--- src/rtl/fp_wb_arbiter_if.sv ---
// Bundle between the FP execution units, the writeback arbiter and the FP register file.
// The arbiter side uses the slave modport; the producer/consumer side uses master.
interface fp_wb_arbiter_if #(
    parameter int NUM_UNITS  = 4,
    parameter int DATA_WIDTH = 34,
    parameter int ID_WIDTH   = 3
);
    localparam int IDX_W = (NUM_UNITS > 1) ? $clog2(NUM_UNITS) : 1;

    logic [NUM_UNITS-1:0]            unit_done;
    logic [NUM_UNITS*DATA_WIDTH-1:0] unit_rd;
    logic [NUM_UNITS*ID_WIDTH-1:0]   unit_id;
    logic [NUM_UNITS-1:0]            unit_ack;
    logic                            wb_valid;
    logic [DATA_WIDTH-1:0]           wb_data;
    logic [ID_WIDTH-1:0]             wb_id;
    logic                            wb_ready;
    logic [IDX_W-1:0]                wb_grant_idx;

    modport slave (
        input  unit_done, unit_rd, unit_id, wb_ready,
        output unit_ack, wb_valid, wb_data, wb_id, wb_grant_idx
    );

    modport master (
        output unit_done, unit_rd, unit_id, wb_ready,
        input  unit_ack, wb_valid, wb_data, wb_id, wb_grant_idx
    );
endinterface

--- src/rtl/fp_wb_arbiter.sv ---
// Round-robin writeback arbiter: picks one finished FP unit per load cycle and
// registers its result, id and unit index toward the FP register file.
module fp_wb_arbiter #(
    parameter int NUM_UNITS  = 4,
    parameter int DATA_WIDTH = 34,
    parameter int ID_WIDTH   = 3
) (
    input  logic           clk,
    input  logic           rst,
    fp_wb_arbiter_if.slave bus
);
    localparam int IDX_W = (NUM_UNITS > 1) ? $clog2(NUM_UNITS) : 1;
    localparam logic [IDX_W-1:0] LAST_IDX = IDX_W'(NUM_UNITS - 1);
    localparam logic [IDX_W:0]   NUM_EXT  = (IDX_W + 1)'(NUM_UNITS);

    logic                  r_wb_valid;
    logic [DATA_WIDTH-1:0] r_wb_data;
    logic [ID_WIDTH-1:0]   r_wb_id;
    logic [IDX_W-1:0]      r_grant_idx;
    logic [IDX_W-1:0]      r_ptr;

    logic                  w_load;
    logic                  w_found;
    logic                  w_hit;
    logic [IDX_W:0]        w_cand;
    logic [IDX_W-1:0]      w_pick;
    logic [IDX_W-1:0]      w_ptr_next;
    logic [DATA_WIDTH-1:0] w_data;
    logic [ID_WIDTH-1:0]   w_id;
    logic [NUM_UNITS-1:0]  w_ack;

    assign w_load     = !r_wb_valid || bus.wb_ready;
    assign w_ptr_next = (w_pick == LAST_IDX) ? '0 : w_pick + IDX_W'(1);

    // Search upward from the priority pointer, wrapping at NUM_UNITS, for the first done unit.
    always_comb begin
        w_found = 1'b0;
        w_hit   = 1'b0;
        w_pick  = '0;
        w_cand  = '0;
        for (int k = 0; k < NUM_UNITS; k++) begin
            w_cand = {1'b0, r_ptr} + (IDX_W + 1)'(k);
            if (w_cand >= NUM_EXT) begin
                w_cand = w_cand - NUM_EXT;
            end else begin
                w_cand = w_cand;
            end
            w_hit   = !w_found && bus.unit_done[w_cand[IDX_W-1:0]];
            w_pick  = w_hit ? w_cand[IDX_W-1:0] : w_pick;
            w_found = w_found || w_hit;
        end
    end

    // Payload mux selecting the picked unit's result and id slices.
    always_comb begin
        w_data = '0;
        w_id   = '0;
        for (int i = 0; i < NUM_UNITS; i++) begin
            w_data = (w_pick == IDX_W'(i)) ? bus.unit_rd[i*DATA_WIDTH +: DATA_WIDTH] : w_data;
            w_id   = (w_pick == IDX_W'(i)) ? bus.unit_id[i*ID_WIDTH +: ID_WIDTH]     : w_id;
        end
    end

    // One-hot accept; reset gates it so no unit is released while the arbiter is held in reset.
    always_comb begin
        w_ack = '0;
        if (rst && w_load && w_found) begin
            w_ack[w_pick] = 1'b1;
        end else begin
            w_ack = '0;
        end
    end

    // Output register and priority pointer; a load with nothing done only drops valid.
    always_ff @(posedge clk or negedge rst) begin
        if (!rst) begin
            r_wb_valid  <= 1'b0;
            r_wb_data   <= '0;
            r_wb_id     <= '0;
            r_grant_idx <= '0;
            r_ptr       <= '0;
        end else if (w_load) begin
            if (w_found) begin
                r_wb_valid  <= 1'b1;
                r_wb_data   <= w_data;
                r_wb_id     <= w_id;
                r_grant_idx <= w_pick;
                r_ptr       <= w_ptr_next;
            end else begin
                r_wb_valid  <= 1'b0;
            end
        end else begin
            r_wb_valid  <= r_wb_valid;
        end
    end

    assign bus.unit_ack     = w_ack;
    assign bus.wb_valid     = r_wb_valid;
    assign bus.wb_data      = r_wb_data;
    assign bus.wb_id        = r_wb_id;
    assign bus.wb_grant_idx = r_grant_idx;
endmodule

--- src/flat_wrapper.sv ---
// flat-port wrapper written by rule: the top's interface ports become plain ports
module fp_wb_arbiter_flat 
#(
    parameter int NUM_UNITS  = 4,
    parameter int DATA_WIDTH = 34,
    parameter int ID_WIDTH   = 3
)
  (clk, rst, bus_unit_done, bus_unit_rd, bus_unit_id, bus_wb_ready, bus_unit_ack, bus_wb_valid, bus_wb_data, bus_wb_id, bus_wb_grant_idx);
  fp_wb_arbiter_if #(.NUM_UNITS(NUM_UNITS), .DATA_WIDTH(DATA_WIDTH), .ID_WIDTH(ID_WIDTH)) bus_i ();
  input  logic clk;
  input  logic rst;
  input wire logic [$bits(bus_i.unit_done)-1:0] bus_unit_done;
  input wire logic [$bits(bus_i.unit_rd)-1:0] bus_unit_rd;
  input wire logic [$bits(bus_i.unit_id)-1:0] bus_unit_id;
  input wire logic [$bits(bus_i.wb_ready)-1:0] bus_wb_ready;
  output wire logic [$bits(bus_i.unit_ack)-1:0] bus_unit_ack;
  output wire logic [$bits(bus_i.wb_valid)-1:0] bus_wb_valid;
  output wire logic [$bits(bus_i.wb_data)-1:0] bus_wb_data;
  output wire logic [$bits(bus_i.wb_id)-1:0] bus_wb_id;
  output wire logic [$bits(bus_i.wb_grant_idx)-1:0] bus_wb_grant_idx;
  assign bus_i.unit_done = bus_unit_done;
  assign bus_i.unit_rd = bus_unit_rd;
  assign bus_i.unit_id = bus_unit_id;
  assign bus_i.wb_ready = bus_wb_ready;
  assign bus_unit_ack = bus_i.unit_ack;
  assign bus_wb_valid = bus_i.wb_valid;
  assign bus_wb_data = bus_i.wb_data;
  assign bus_wb_id = bus_i.wb_id;
  assign bus_wb_grant_idx = bus_i.wb_grant_idx;
  fp_wb_arbiter #(.NUM_UNITS(NUM_UNITS), .DATA_WIDTH(DATA_WIDTH), .ID_WIDTH(ID_WIDTH)) u_core (.clk(clk), .rst(rst), .bus(bus_i));
endmodule
--- config.mk ---
export PLATFORM = sky130hd
export DESIGN_NAME = fp_wb_arbiter_flat
export DESIGN_NICKNAME = d
export VERILOG_FILES = /design/src/rtl/fp_wb_arbiter_if.sv /design/src/rtl/fp_wb_arbiter.sv /design/src/flat_wrapper.sv
export SDC_FILE = /design/constraint.sdc
export NUM_CORES = 1
export LEC_CHECK = 0
export ABC_CLOCK_PERIOD_IN_PS = 5100
export CORE_MARGIN = 2
export CORE_UTILIZATION = 40
export DETAILED_ROUTE_END_ITERATION = 8
export HOLD_SLACK_MARGIN = 0.15
export MAX_ROUTING_LAYER = met4
export PLACE_DENSITY = 0.87
export SETUP_SLACK_MARGIN = 0.4
export SKIP_CTS_REPAIR_TIMING = 1
export SLEW_MARGIN = 10
export SYNTH_ARGS = -nofsm -noshare
export SYNTH_HDL_FRONTEND = slang
export SYNTH_SLANG_ARGS = --single-unit
--- constraint.sdc ---
create_clock -name clk -period 5.1 [get_ports clk]
set_clock_uncertainty 0.2 [all_clocks]
set_input_delay 0.51 -clock clk [delete_from_list [all_inputs] [get_ports clk]]
set_output_delay 0.51 -clock clk [all_outputs]
set_load 0.03 [all_outputs]
# After elaboration in Yosys (flattened, before gate mapping)
# Index checks and enable logic that the tools add are counted.
# Widths: inputs -> output; s select.
[word_totals]
reg_bits = 42
in_bits = 155
out_inout_bits = 44
elab_cells = 71
[op_classes]
n_addsub = 8
n_lt_le_gt_ge = 10
eq_ne = 3
mux = 29
reduce_logical = 16
[ops]
columns = ["cell", "n"]
rows = [
  ["$mux 34", 4],
  ["$mux 2", 9],
  ["$lt 2x3->1 const B", 5],
  ["$mux 3", 4],
  ["$ge 3x3->1 const B", 3],
  ["$bmux 1 s2", 4],
  ["$sub 2x1->2 const B", 4],
  ["$add 2x2->3 const B", 2],
  ["$logic_and 1x1->1", 6],
  ["$mux 1", 6],
  ["$eq 2x2->1 const B", 2],
  ["$logic_not 1->1", 4],
  ["$logic_or 1x1->1", 4],
  ["$mux 4", 1],
  ["$add 2x1->3 const B", 1],
  ["$ge 2x3->1 const B", 1],
  ["$add 2x1->2 const B", 1],
  ["$demux 1 s2", 1],
  ["$eq 2x1->1 const B", 1],
  ["$ge 2x1->1 const B", 1],
  ["$logic_not 2->1", 1],
  ["$reduce_and 2->1", 1],
]

# Longest topological paths before layout
# Gate-level depths: netlist of the first run.
[depth]
depth_word = 18
mapped_depth = 10
mapped_depth_nobuf = 7

# Least setup slack after synthesis of the first run
# OpenSTA, ideal clock, no wires.
[synth_path]
path_type = "input -> output"
startpoint = "in bus_unit_done[1]"
endpoint = "out bus_unit_ack[2]"
arrival_time_ns = 2.384
required_time_ns = 4.390
path_slack_ns = 2.006
path_stages = 8
n_path_buf = 4
cell_sequence = "or4_1 > buf_2 > buf_6 > nand4_1 > ha_1 > buf_2 > clkbuf_1 > and3_1"
[synth_via]
elab_chain_len = 16
elab_cells_between_ends = 28
cone_classes = "order compare: 2; mux: 15; reduce/logical: 11"
[synth_lines]
columns = ["item", "line", "text"]
rows = [
  ["from (decl)", "flat_wrapper.sv:12", "input wire logic [$bits(bus_i.unit_done)-1:0] bus_unit_done;"],
  ["$bmux 1 s2", "fp_wb_arbiter.sv:48", "w_hit = !w_found && bus.unit_done[w_cand[IDX_W-1:0]];"],
  ["$mux 1 (not written as such)", "fp_wb_arbiter.sv:48", ""],
  ["$logic_not 1->1", "fp_wb_arbiter.sv:48", ""],
  ["$logic_and 1x1->1", "fp_wb_arbiter.sv:48", ""],
  ["$logic_or 1x1->1", "fp_wb_arbiter.sv:50", "w_found = w_found || w_hit;"],
  ["$logic_not 1->1", "fp_wb_arbiter.sv:48", ""],
  ["$logic_and 1x1->1", "fp_wb_arbiter.sv:48", ""],
  ["$logic_or 1x1->1", "fp_wb_arbiter.sv:50", ""],
  ["$logic_not 1->1", "fp_wb_arbiter.sv:48", ""],
  ["$logic_and 1x1->1", "fp_wb_arbiter.sv:48", ""],
  ["$mux 2", "fp_wb_arbiter.sv:49", "w_pick = w_hit ? w_cand[IDX_W-1:0] : w_pick;"],
  ["$lt 2x3->1 (not written as such) or $ge 2x1->1 (tied branches)", "fp_wb_arbiter.sv:68", "w_ack[w_pick] = 1'b1;"],
  ["$logic_and 1x1->1 (not written as such)", "fp_wb_arbiter.sv:68", ""],
  ["$mux 1 (not written as such)", "fp_wb_arbiter.sv:68", ""],
  ["$demux 1 s2", "-", ""],
  ["$mux 4 *", "fp_wb_arbiter.sv:67", "if (rst && w_load && w_found) begin"],
  ["to (decl)", "flat_wrapper.sv:16", "output wire logic [$bits(bus_i.unit_ack)-1:0] bus_unit_ack;"],
]
# Mark *: on every way between the ends. The rest lies on a longest branch, timed or not. The select of a mux whose other input is x is not followed.

# Worst setup path after layout of the first run
[layout_path]
startpoint = "in bus_unit_done[1]"
endpoint = "out bus_unit_ack[0]"
# The elaborated chain is that of the path after synthesis.

==> results of run 1 <==
through the flow:
| step | hold slack, ns | instance area, µm² | setup WS, ns | power, µW |
|---|---|---|---|---|
| finish | 0.348 | 5220 | 1.04 | 2470 |
| CTS | -0.183 | 5210 | 1.04 | 2480 |
| floorplan | 0.0144 | 3150 | 2.01 | 1640 |
| global placement | 0.126 | 5120 | 1.13 | 2220 |
| global route | 0.372 | 5220 | 0.894 | 2640 |
| detailed placement | 0.128 | 5120 | 1.05 | 2260 |
placed cells by master (no fill, tap or decap), drive strengths merged, types with 2 or more instances in the layout:
cell type / n
clkdlybuf4s50: 196
a21oi: 77
dfrtp: 42
nand2: 41
inv: 38
nand3b: 37
a221o: 37
a31oi: 37
buf: 8
clkbuf: 7
and3: 4
ha: 4
nor2b: 3
o21ai: 3
nor2: 3
nand2b: 3
nor4: 2
routing by layer:
layer | GRT usage [%] | vias to the layer above | part of all wire [%]
met4 | 7.23 | 0 | 1.7
met3 | 5.53 | 16 | 8.7
met1 | 29.5 | 1674 | 38
met5 | - | - | 0
met2 | 44.7 | 173 | 52
li1 | - | 1743 | -
cells in the mapped netlist:
| cell type | n |
|---|---|
| sky130_fd_sc_hd__mux2_1 | 1 |
| sky130_fd_sc_hd__nor2_1 | 3 |
| sky130_fd_sc_hd__a21oi_1 | 56 |
| sky130_fd_sc_hd__nand2_1 | 41 |
| sky130_fd_sc_hd__inv_1 | 38 |
| sky130_fd_sc_hd__a41oi_2 | 1 |
| sky130_fd_sc_hd__nand3b_1 | 37 |
| sky130_fd_sc_hd__buf_2 | 15 |
| sky130_fd_sc_hd__dfrtp_1 | 42 |
| sky130_fd_sc_hd__a31oi_1 | 37 |
| sky130_fd_sc_hd__nand2b_1 | 3 |
| sky130_fd_sc_hd__a21oi_2 | 21 |
| sky130_fd_sc_hd__nor4_1 | 1 |
| sky130_fd_sc_hd__nand4_1 | 1 |
| sky130_fd_sc_hd__o41ai_1 | 1 |
| sky130_fd_sc_hd__and2_1 | 1 |
| sky130_fd_sc_hd__a21o_1 | 1 |
| sky130_fd_sc_hd__nor2b_1 | 3 |
| sky130_fd_sc_hd__or4_1 | 1 |
| sky130_fd_sc_hd__o21a_1 | 1 |
| sky130_fd_sc_hd__o21ai_0 | 3 |
| sky130_fd_sc_hd__nor4_2 | 1 |
| sky130_fd_sc_hd__ha_1 | 4 |
| sky130_fd_sc_hd__o31ai_1 | 1 |
| sky130_fd_sc_hd__buf_1 | 2 |
| sky130_fd_sc_hd__a221o_1 | 37 |
| sky130_fd_sc_hd__clkbuf_1 | 20 |
| sky130_fd_sc_hd__and3_1 | 4 |
| sky130_fd_sc_hd__or2_1 | 1 |
| sky130_fd_sc_hd__buf_6 | 4 |
| sky130_fd_sc_hd__a311oi_1 | 1 |
worst max-delay path by stage:
stage,endpoint,start,slack (ns)
final,bus_unit_ack[0],bus_unit_done[1],1.04
after detailed placement,bus_unit_ack[0],bus_unit_done[1],1.05
after floorplan,bus_unit_ack[2],bus_unit_done[1],2.01
after global routing,bus_unit_ack[0],bus_unit_done[0],0.89
after global placement,bus_unit_ack[0],bus_unit_done[1],1.13
after CTS,bus_unit_ack[0],bus_unit_done[1],1.04
cell families after synthesis:
logic type / count (synthesis) / share of synthesized area, %
AO/OA/AOI/OAI: 160 / 36.2
AND/OR/NAND/NOR: 97 / 17.5
buffers and inverters: 79 / 11.0
flip-flops: 42 / 33.4
adder cells (fa/ha/maj): 4 / 1.59
multiplexers: 1 / 0.358
critical path: cells and delay by family:
kind / cells / cell delay [ns]
buffers and inverters: 3 / 0.97
and+or+nand+nor: 3 / 1.16
adders and majority gates: 1 / 0.70
cell type report:
cell class | count | area (µm²) | area share [%]
multi-input combinational | 262 | 1770 | 33.9
clock buffer | 7 | 86.3 | 1.65
tap | 102 | 128 | 2.44
timing repair buffer | 205 | 2040 | 39.1
inverter | 38 | 143 | 2.73
clock inverter | 1 | 5.00 | 0.0958
sequential | 42 | 1050 | 20.1
power breakdown:
| part | switching [µW] | internal (µW) | total [µW] |
|---|---|---|---|
| combinational | 906 | 746 | 1650 |
| clock | 110 | 109 | 220 |
| sequential | 110 | 488 | 598 |
registers in the layout (all words and copies together) (netlist names):
register and cells:
u_core.bus.wb_data 34, u_core.r_ptr 2, u_core.bus.wb_id 3, u_core.bus.wb_grant_idx 2, u_core.bus.wb_valid 1
==> impl_metrics.sql, run 1 <==
INSERT INTO impl_metrics (metric_group, metric, value, unit) VALUES
('run_status', 'outcome', 'finished clean', ''),
('detailed_routing', 'drt-initial-drc-count', '148', ''),
('hold_path', 'hold_class', 'flip-flop to flip-flop', ''),
('final_layout', 'syn_to_final_growth', '66.0', '%'),
('timing', 'finalWorstPathRequiredPeriod', '4.06', 'ns'),
('floorplanning', 'num_rows', '32', ''),
('synthesis', 'synth_sequential_area_ratio', '33.4', '%'),
('global_route', 'grt_pass1_wl', '17.1', 'mm'),
('synthesis', 'syn-num-nets', '542', ''),
('global_route', 'global_route_usage_over_all_layers', '25.5', '%'),
('worst_setup_path', 'cp.arrival', '3.35', 'ns'),
('detailed_routing', 'avgViaCountPerCell', '5.49', ''),
('clock_network', 'numCtsBuffers', '5', ''),
('synthesis', 'syn_avg_cell_area', '8.21', 'µm²'),
('timing', 'timing_max_transition_violations_final', '0', ''),
('detailed_routing', 'drt_wl_total', '10.9', 'mm'),
('detailed_routing', 'detailed_route_via_count', '3606', ''),
('placed_design', 'dp_hpwl', '7.67', 'mm'),
('floorplanning', 'horizontal_die_dimension', '92.7', 'µm'),
('job', 'max_cap_violations', '0', ''),
('synthesis', 'post_synth_num_cell_types', '31', ''),
('hold_path', 'worst_hold_path.num_cells', '2', ''),
('clock_network', 'cts_num_sinks', '42', ''),
('global_route', 'grt_max_degree', '75', ''),
('hold_path', 'whs_endpoint', 'u_core.bus.wb_grant_idx[1]', ''),
('worst_setup_path', 'cpMaxStageDelayCell', 'sky130_fd_sc_hd__ha_1', ''),
('clock_network', 'cts_tree', 'built', ''),
('synthesis', 'synth_warnings', '0', ''),
('worst_setup_path', 'r2r-end', 'u_core.bus.wb_data[29]', ''),
('synthesis', 'synth_top_cell_by_area', 'sky130_fd_sc_hd__dfrtp_1', ''),
('worst_setup_path', 'setup.worst_path.end_class', 'primary output', ''),
('worst_setup_path', 'worstSetupPathType', 'input pin to primary output', ''),
('final_layout', 'finish.utilization', '67.9', '%'),
('clock_network', 'cts-root-to-sink-buffers', '2', ''),
('timing', 'unrepaired_setup_endpoints_after_global_routing', 'false', ''),
('floorplanning', 'die_area', '8590', 'µm²'),
('worst_setup_path', 'critical_path.cell_chain', 'clkdlybuf4s50_1, or4_2, buf_4, nand4_1, ha_1, and3_1, buf_4', ''),
('timing', 'period_share', '79.6', '%'),
('final_layout', 'num-nets-final', '713', ''),
('clock_network', 'clock_insertion_delay_worst_skew', '0.28', 'ns'),
('synthesis', 'post_synth_inst_count', '383', ''),
('timing', 'setup-tns-final', '0', 'ns'),
('synthesis', 'synthesis.area', '3150', 'µm²'),
('final_layout', 'antennaDiodeCount', '0', ''),
('timing', 'timing.final.hold_violations', '0', ''),
('global_route', 'aggregate_global_routing_overflow', '0', ''),
('placed_design', 'globalplace.congestion', '0.902', ''),
('worst_setup_path', 'timing.critical_path.slowest_cell_delay', '0.70', 'ns'),
('worst_setup_path', 'r2r_setup_slack', '2.10', 'ns'),
('floorplanning', 'io_pins', '199', ''),
('floorplanning', 'core', '7690', 'µm²'),
('detailed_routing', 'ant_nets', '0', ''),
('worst_setup_path', 'rr_startpoint', 'u_core.r_ptr[0]', ''),
('floorplanning', 'die_height', '92.7', 'µm'),
('final_layout', 'drive_above_1_share', '7.93', '%'),
('clock_network', 'ctsRootBufferMaster', 'sky130_fd_sc_hd__clkbuf_8', ''),
('detailed_routing', 'routed_wire_length_per_instance', '16.6', 'µm'),
('global_route', 'first_global_vias', '3519', ''),
('power', 'power_density', '473', 'nW/µm²'),
('worst_setup_path', 'required', '4.39', 'ns'),
('final_layout', 'count_of_non_filler_cells_in_the_finished_layout', '657', ''),
('placed_design', 'port_buffers', '198', ''),
('final_layout', 'nFillCells', '640', ''),
('placed_design', 'placed_cells_incl_taps', '648', ''),
('clock_network', 'max_h_tree_level', '2', ''),
('timing', 'tightestPinTransition', '1.11', 'ns'),
('timing', 'max_frequency', '246', 'MHz'),
('floorplanning', 'starting_density', '40.9', '%'),
('timing', 'setup_viol_count_final', '0', ''),
('timing', 'max_slew_margin', '26.2', '%'),
('worst_setup_path', 'critical_path.most_common_cell', 'sky130_fd_sc_hd__buf_4', '');
Note: power is estimated with default switching activity, not from simulation.
==> inputs of run 2 (changes only) <==
ABC_CLOCK_PERIOD_IN_PS = 4240   (was 5100)
CORE_UTILIZATION = 37   (was 40)
PLACE_DENSITY = 0.81   (was 0.87)
clock period = 4.24 ns   (was 5.1 ns; I/O delays follow)
==> run 2 against run 1 <==
  * First-iteration DRC count shrank 10%
  * Power grew 21%
  * Sequential power grew 19%
  * Register-to-register slack worse by 0.71 ns
  * Sequential share of layout area is 0.086 points lower
  * Cell count increased by 1.1%
  * Clock power rose by 22%
  * Global-route usage down 2.0 points
  * Die area up 7.8%
  * Count of clock-buffer cells in the layout down 1
  * Routed wire length is 2.6% higher
  * Setup slack worse by 0.33 ns
  * Critical path type unchanged
==> impl_metrics.sql, run 2 (synthesized netlist as in run 1, its figures left out) <==
INSERT INTO impl_metrics (metric_group, metric, value, unit) VALUES
('detailed_routing', 'drc_errors', '0', ''),
('detailed_routing', 'routed_wire_length_per_instance', '16.9', 'µm'),
('worst_setup_path', 'timing.critical_path.slowest_cell_delay', '0.67', 'ns'),
('worst_setup_path', 'worst_setup_path_start_kind', 'input pin', ''),
('clock_network', 'cts_num_sinks', '42', ''),
('floorplanning', 'horizontal_die_dimension', '96.2', 'µm'),
('clock_network', 'cts_tree', 'built', ''),
('timing', 'tightestPinTransition', '1.05', 'ns'),
('worst_setup_path', 'critical_path.most_common_cell', 'sky130_fd_sc_hd__clkdlybuf4s50_1', ''),
('global_route', 'antenna_found_initial', '0', ''),
('global_route', 'grt_pass1_wl', '16.6', 'mm'),
('worst_setup_path', 'critPathBufInv', '2', ''),
('worst_setup_path', 'cp.arrival', '2.90', 'ns'),
('detailed_routing', 'detailedRoute.firstPassIterationCount', '4', ''),
('hold_path', 'hold_class', 'flip-flop to flip-flop', ''),
('final_layout', 'largest_reg_flops', '34', ''),
('clock_network', 'max_h_tree_level', '2', ''),
('placed_design', 'dpl_worst_slack', '0.740', 'ns'),
('worst_setup_path', 'rr_startpoint', 'u_core.r_ptr[1]', ''),
('power', 'max-vdd-ir-drop', '0.000275', 'V'),
('floorplanning', 'starting_density', '38.3', '%'),
('placed_design', 'globalplace.congestion', '0.820', ''),
('final_layout', 'antennaDiodeCount', '0', ''),
('worst_setup_path', 'critical_path.cell_chain', 'clkdlybuf4s50_1, nor2b_1, o21a_1, nor4_1, ha_2, and3_1, clkdlybuf4s50_1', ''),
('clock_network', 'cts-root-to-sink-buffers', '2', ''),
('timing', 'finalWorstPathRequiredPeriod', '3.52', 'ns'),
('worst_setup_path', 'required', '3.62', 'ns'),
('worst_setup_path', 'worstSetupPathType', 'input pin to primary output', ''),
('timing', 'timing.final.hold_violations', '0', ''),
('timing', 'period_share', '83.1', '%'),
('worst_setup_path', 'start_point_of_the_critical_path', 'bus_unit_done[2]', ''),
('final_layout', 'mostFrequentLayoutCell', 'sky130_fd_sc_hd__clkdlybuf4s50_1', ''),
('timing', 'unrepaired_setup_endpoints_after_global_routing', 'false', ''),
('floorplanning', 'core', '8220', 'µm²'),
('job', 'max_cap_violations', '0', ''),
('final_layout', 'drive_above_1_share', '8.94', '%'),
('final_layout', 'count_of_non_filler_cells_in_the_finished_layout', '664', ''),
('timing', 'max_slew_margin', '30.1', '%'),
('global_route', 'aggregate_global_routing_overflow', '0', ''),
('hold_path', 'hold_path.startpoint', 'u_core.bus.wb_grant_idx[0]', ''),
('final_layout', 'final_cell_mix', 'sky130_fd_sc_hd__clkdlybuf4s50_1, sky130_fd_sc_hd__a21oi_1, sky130_fd_sc_hd__dfrtp_1', ''),
('clock_network', 'post_cts_clock_slew_at_the_launch_and_capture_registers_of_the_worst_setup_and_hold_paths', '0.08', 'ns'),
('timing', 'max_frequency', '284', 'MHz'),
('power', 'total_leakage_power', '0.00203', 'µW'),
('placed_design', 'placed_cells_incl_taps', '655', ''),
('global_route', 'grt_max_degree', '75', ''),
('power', 'power_density', '568', 'nW/µm²'),
('detailed_routing', 'avgViaCountPerCell', '5.55', ''),
('clock_network', 'ctsRootBufferMaster', 'sky130_fd_sc_hd__clkbuf_8', ''),
('worst_setup_path', 'timing.critical_path.max_delay_family', 'buffers and inverters', ''),
('worst_setup_path', 'setup.worst_path.end_class', 'primary output', ''),
('worst_setup_path', 'cpMaxStageDelayCell', 'sky130_fd_sc_hd__clkdlybuf4s50_1', ''),
('detailed_routing', 'detailed_route_via_count', '3687', ''),
('timing', 'finalWorstSetupSlack', '0.715', 'ns'),
('timing', 'timing_max_transition_violations_final', '0', ''),
('clock_network', 'clock_insertion_delay_worst_skew', '0.29', 'ns'),
('timing', 'setup-tns-final', '0', 'ns'),
('floorplanning', 'die_height', '96.2', 'µm'),
('timing', 'setup_viol_count_final', '0', ''),
('floorplanning', 'num_rows', '33', ''),
('global_route', 'first_global_vias', '3523', ''),
('global_route', 'global_route_usage_over_all_layers', '23.4', '%'),
('final_layout', 'num-nets-final', '717', ''),
('timing', 'worst_hold_slack', '0.335', 'ns'),
('detailed_routing', 'drt_wl_total', '11.2', 'mm'),
('worst_setup_path', 'worstPathMaxFanout', '5', ''),
('clock_network', 'numCtsBuffers', '5', ''),
('detailed_routing', 'drt-initial-drc-count', '133', ''),
('floorplanning', 'io_pins', '199', ''),
('run_status', 'outcome', 'finished clean', ''),
('placed_design', 'dp_hpwl', '8.12', 'mm'),
('floorplanning', 'die_area', '9260', 'µm²'),
('detailed_routing', 'ant_nets', '0', ''),
('placed_design', 'port_buffers', '198', ''),
('final_layout', 'syn_to_final_growth', '66.7', '%');
-- run 2: final timing paths --
kind                       cells past startpoint                          to  slack, ns
max in group asynchronous                      3      u_core.bus.wb_data[32]       2.66
hold / removal                                 2  u_core.bus.wb_grant_idx[0]       0.33
setup / recovery                               7             bus_unit_ack[1]       0.72
min in group asynchronous                      2         u_core.bus.wb_id[2]       0.45
setup reg to reg                               8      u_core.bus.wb_data[17]       1.39
hold reg to reg                                2  u_core.bus.wb_grant_idx[0]       0.33
-- run 2: power breakdown --
group | leakage (µW) | switching, µW | internal [µW]
Sequential | 0.000484 | 125 | 586
Combinational | 0.00150 | 1100 | 903
Clock | 0.0000472 | 138 | 131
-- run 2: cell type report --
type / instances / area [µm²]
Sequential cell: 42 / 1050
Fill cell: 702 / 2970
Timing Repair Buffer: 209 / 2060
Tap cell: 105 / 131
Multi-Input combinational cell: 262 / 1770
Clock inverter: 2 / 12.5
Inverter: 38 / 143
Clock buffer: 6 / 82.6
-- run 2: metal layers --
layer / up-vias / wire, µm / track usage, %
met5: - / 0 / -
met4: 0 / 155 / 5.83
met3: 12 / 888 / 4.62
met2: 168 / 5650 / 41.7
met1: 1747 / 4510 / 26.9
li1: 1760 / - / -
-- run 2: through the flow --
stage	area, µm²	utilization [%]	total power, µW
2_1_floorplan	3150	-	1980
3_3_place_gp	5140	62.6	2680
3_5_place_dp	5140	62.6	2720
4_1_cts	5240	63.7	3000
5_1_grt	5250	63.8	3170
6_report	5250	63.8	2980
-- run 2: worst reg2reg max path, stage by stage, from the launching register on --
cell and delay [ns]:
sky130_fd_sc_hd__dfrtp_1 0.47, sky130_fd_sc_hd__nand2_1 0.09, sky130_fd_sc_hd__a311oi_1 0.44, sky130_fd_sc_hd__or2_1 0.20, sky130_fd_sc_hd__ha_1 0.47, sky130_fd_sc_hd__buf_4 0.32, sky130_fd_sc_hd__nand3b_1 0.11, sky130_fd_sc_hd__a221o_1 0.30
sky130_fd_sc_hd__a31oi_1 0.19
==> inputs of run 3 (changes only) <==
ABC_CLOCK_PERIOD_IN_PS = 3400   (was 4240)
clock period = 3.4 ns   (was 4.24 ns; I/O delays follow)
==> run 3 against run 2 <==
  * Non-clock buffer count grew 10
  * Sequential share of layout area shrank 0.52 points
  * Routed wire length is 4.9% higher
  * Cell count grew 1.5%
  * First-iteration DRC count increased by 38%
  * Setup slack got worse by 0.33 ns
  * Critical path type unchanged
  * Critical endpoint is now bus_unit_ack[2]
==> impl_metrics.sql, run 3 (synthesized netlist as in run 1, its figures left out) <==
INSERT INTO impl_metrics (metric_group, metric, value, unit) VALUES
('run_status', 'outcome', 'finished clean', ''),
('worst_setup_path', 'timing.critical_path.slowest_cell_delay', '0.71', 'ns'),
('floorplanning', 'num_rows', '33', ''),
('placed_design', 'port_buffers', '198', ''),
('global_route', 'grt_pass1_wl', '17.0', 'mm'),
('final_layout', 'antennaDiodeCount', '0', ''),
('worst_setup_path', 'rr_startpoint', 'u_core.r_ptr[0]', ''),
('clock_network', 'post_cts_clock_slew_at_the_launch_and_capture_registers_of_the_worst_setup_and_hold_paths', '0.08', 'ns'),
('final_layout', 'final_cell_mix', 'sky130_fd_sc_hd__clkdlybuf4s50_1, sky130_fd_sc_hd__a21oi_1, sky130_fd_sc_hd__dfrtp_1', ''),
('hold_path', 'hold_class', 'flip-flop to flip-flop', ''),
('floorplanning', 'starting_density', '38.3', '%'),
('detailed_routing', 'routed_wire_length_per_instance', '17.4', 'µm'),
('power', 'post-layout-total-power', '3870', 'µW'),
('placed_design', 'place_area', '5220', 'µm²'),
('clock_network', 'clock_insertion_delay_worst_skew', '0.28', 'ns'),
('final_layout', 'count_of_non_filler_cells_in_the_finished_layout', '674', ''),
('timing', 'setup_viol_count_final', '0', ''),
('clock_network', 'cts_num_sinks', '42', ''),
('power', 'power_density', '718', 'nW/µm²'),
('floorplanning', 'die_height', '96.2', 'µm'),
('clock_network', 'ctsRootBufferMaster', 'sky130_fd_sc_hd__clkbuf_8', ''),
('final_layout', 'num-nets-final', '727', ''),
('detailed_routing', 'drt-initial-drc-count', '184', ''),
('final_layout', 'mostFrequentLayoutCell', 'sky130_fd_sc_hd__clkdlybuf4s50_1', ''),
('final_layout', 'seq_area', '1050', 'µm²'),
('final_layout', 'multi_input_gate_area_in_the_final_layout', '1770', 'µm²'),
('worst_setup_path', 'cp.arrival', '2.47', 'ns'),
('global_route', 'global_route_usage_over_all_layers', '24.2', '%'),
('placed_design', 'globalplace.congestion', '0.931', ''),
('final_layout', 'syn_to_final_growth', '71.2', '%'),
('job', 'max_cap_violations', '0', ''),
('power', 'max-vdd-ir-drop', '0.000331', 'V'),
('worst_setup_path', 'worst_setup_path_start_kind', 'input pin', ''),
('timing', 'timing.final.hold_violations', '0', ''),
('detailed_routing', 'detailed_route_via_count', '3731', ''),
('global_route', 'grt_max_degree', '40', ''),
('global_route', 'aggregate_global_routing_overflow', '0', ''),
('floorplanning', 'horizontal_die_dimension', '96.2', 'µm'),
('detailed_routing', 'drc_errors', '0', ''),
('worst_setup_path', 'start_point_of_the_critical_path', 'bus_unit_done[1]', ''),
('final_layout', 'fin_area', '5390', 'µm²'),
('final_layout', 'drive_above_1_share', '11.1', '%'),
('floorplanning', 'die_area', '9260', 'µm²'),
('floorplanning', 'io_pins', '199', ''),
('global_route', 'first_global_vias', '3562', ''),
('timing', 'worst_hold_slack', '0.354', 'ns'),
('detailed_routing', 'detailedRoute.firstPassIterationCount', '4', ''),
('worst_setup_path', 'required', '2.86', 'ns'),
('hold_path', 'hold_path.startpoint', 'u_core.bus.wb_data[7]', ''),
('worst_setup_path', 'critical_path.cell_chain', 'clkdlybuf4s50_1, or4_2, nand4_1, ha_2, and3_1, buf_4', ''),
('placed_design', 'dp_hpwl', '8.33', 'mm'),
('final_layout', 'nFillCells', '687', ''),
('timing', 'timing_max_transition_violations_final', '0', ''),
('timing', 'unrepaired_setup_endpoints_after_global_routing', 'true', ''),
('worst_setup_path', 'worstSetupPathType', 'input pin to primary output', ''),
('timing', 'tightestPinTransition', '0.791', 'ns'),
('detailed_routing', 'drt_wl_total', '11.8', 'mm'),
('timing', 'finalWorstPathRequiredPeriod', '3.01', 'ns'),
('final_layout', 'largest_reg_flops', '34', ''),
('worst_setup_path', 'worstPathMaxFanout', '13', ''),
('detailed_routing', 'avgViaCountPerCell', '5.54', ''),
('timing', 'setup-tns-final', '0', 'ns'),
('worst_setup_path', 'setup.worst_path.end_class', 'primary output', ''),
('timing', 'max_slew_margin', '47.3', '%'),
('worst_setup_path', 'cpMaxStageDelayCell', 'sky130_fd_sc_hd__or4_2', ''),
('clock_network', 'cts-root-to-sink-buffers', '2', ''),
('floorplanning', 'core', '8220', 'µm²'),
('global_route', 'antenna_found_initial', '0', ''),
('power', 'total_leakage_power', '0.00210', 'µW'),
('clock_network', 'numCtsBuffers', '5', ''),
('clock_network', 'max_h_tree_level', '2', ''),
('timing', 'max_frequency', '332', 'MHz'),
('placed_design', 'placed_cells_incl_taps', '659', ''),
('clock_network', 'cts_tree', 'built', ''),
('detailed_routing', 'ant_nets', '0', ''),
('timing', 'period_share', '88.6', '%');
==> run 3: cell type report <==
cell class	count	share of cell area (%)
Clock inverter	2	0.232
Multi-Input combinational cell	262	32.9
Inverter	38	2.65
Tap cell	105	2.44
Sequential cell	42	19.5
Clock buffer	6	1.53
Timing Repair Buffer	219	40.7
==> run 3: metrics by stage <==
| step | util (%) | setup slack, ns |
|---|---|---|
| after floorplan | - | 0.646 |
| after global placement | 63.5 | 0.319 |
| after detailed placement | 63.5 | 0.186 |
| after CTS | 64.6 | 0.393 |
| after global routing | 65.5 | 0.316 |
| final | 65.5 | 0.388 |
==> run 3: critical path: cells and delay by family <==
| family | cells | cell delay (ns) |
|---|---|---|
| adder cells (fa/ha/maj) | 1 | 0.40 |
| buffers and inverters | 2 | 0.65 |
| AND/OR/NAND/NOR | 3 | 1.08 |
==> run 3: power breakdown <==
group / total [µW] / switching (µW) / internal (µW)
Clock: 342 / 179 / 164
Sequential: 887 / 157 / 730
Combinational: 2640 / 1420 / 1220
Total: 3870 / 1750 / 2120
==> run 3: routing by layer <==
metal | routed length [µm] | vias up | global-route usage (%) | share of wire, %
met4 | 161 | 0 | 5.36 | 1.4
met5 | 0 | - | - | 0
met2 | 6010 | 163 | 43.9 | 51
li1 | - | 1779 | - | -
met3 | 984 | 14 | 3.45 | 8.4
met1 | 4600 | 1775 | 28.4 | 39
==> run 3: path summary, 6_finish.rpt <==
kind	endpoint	slack (ns)	cells after the start
min in group asynchronous	u_core.bus.wb_data[5]	0.47	3
max in group asynchronous	u_core.bus.wb_valid	2.22	3
hold / removal	u_core.bus.wb_data[7]	0.35	2
setup / recovery	bus_unit_ack[2]	0.39	6
setup reg to reg	u_core.bus.wb_data[21]	0.75	8
hold reg to reg	u_core.bus.wb_data[7]	0.35	2
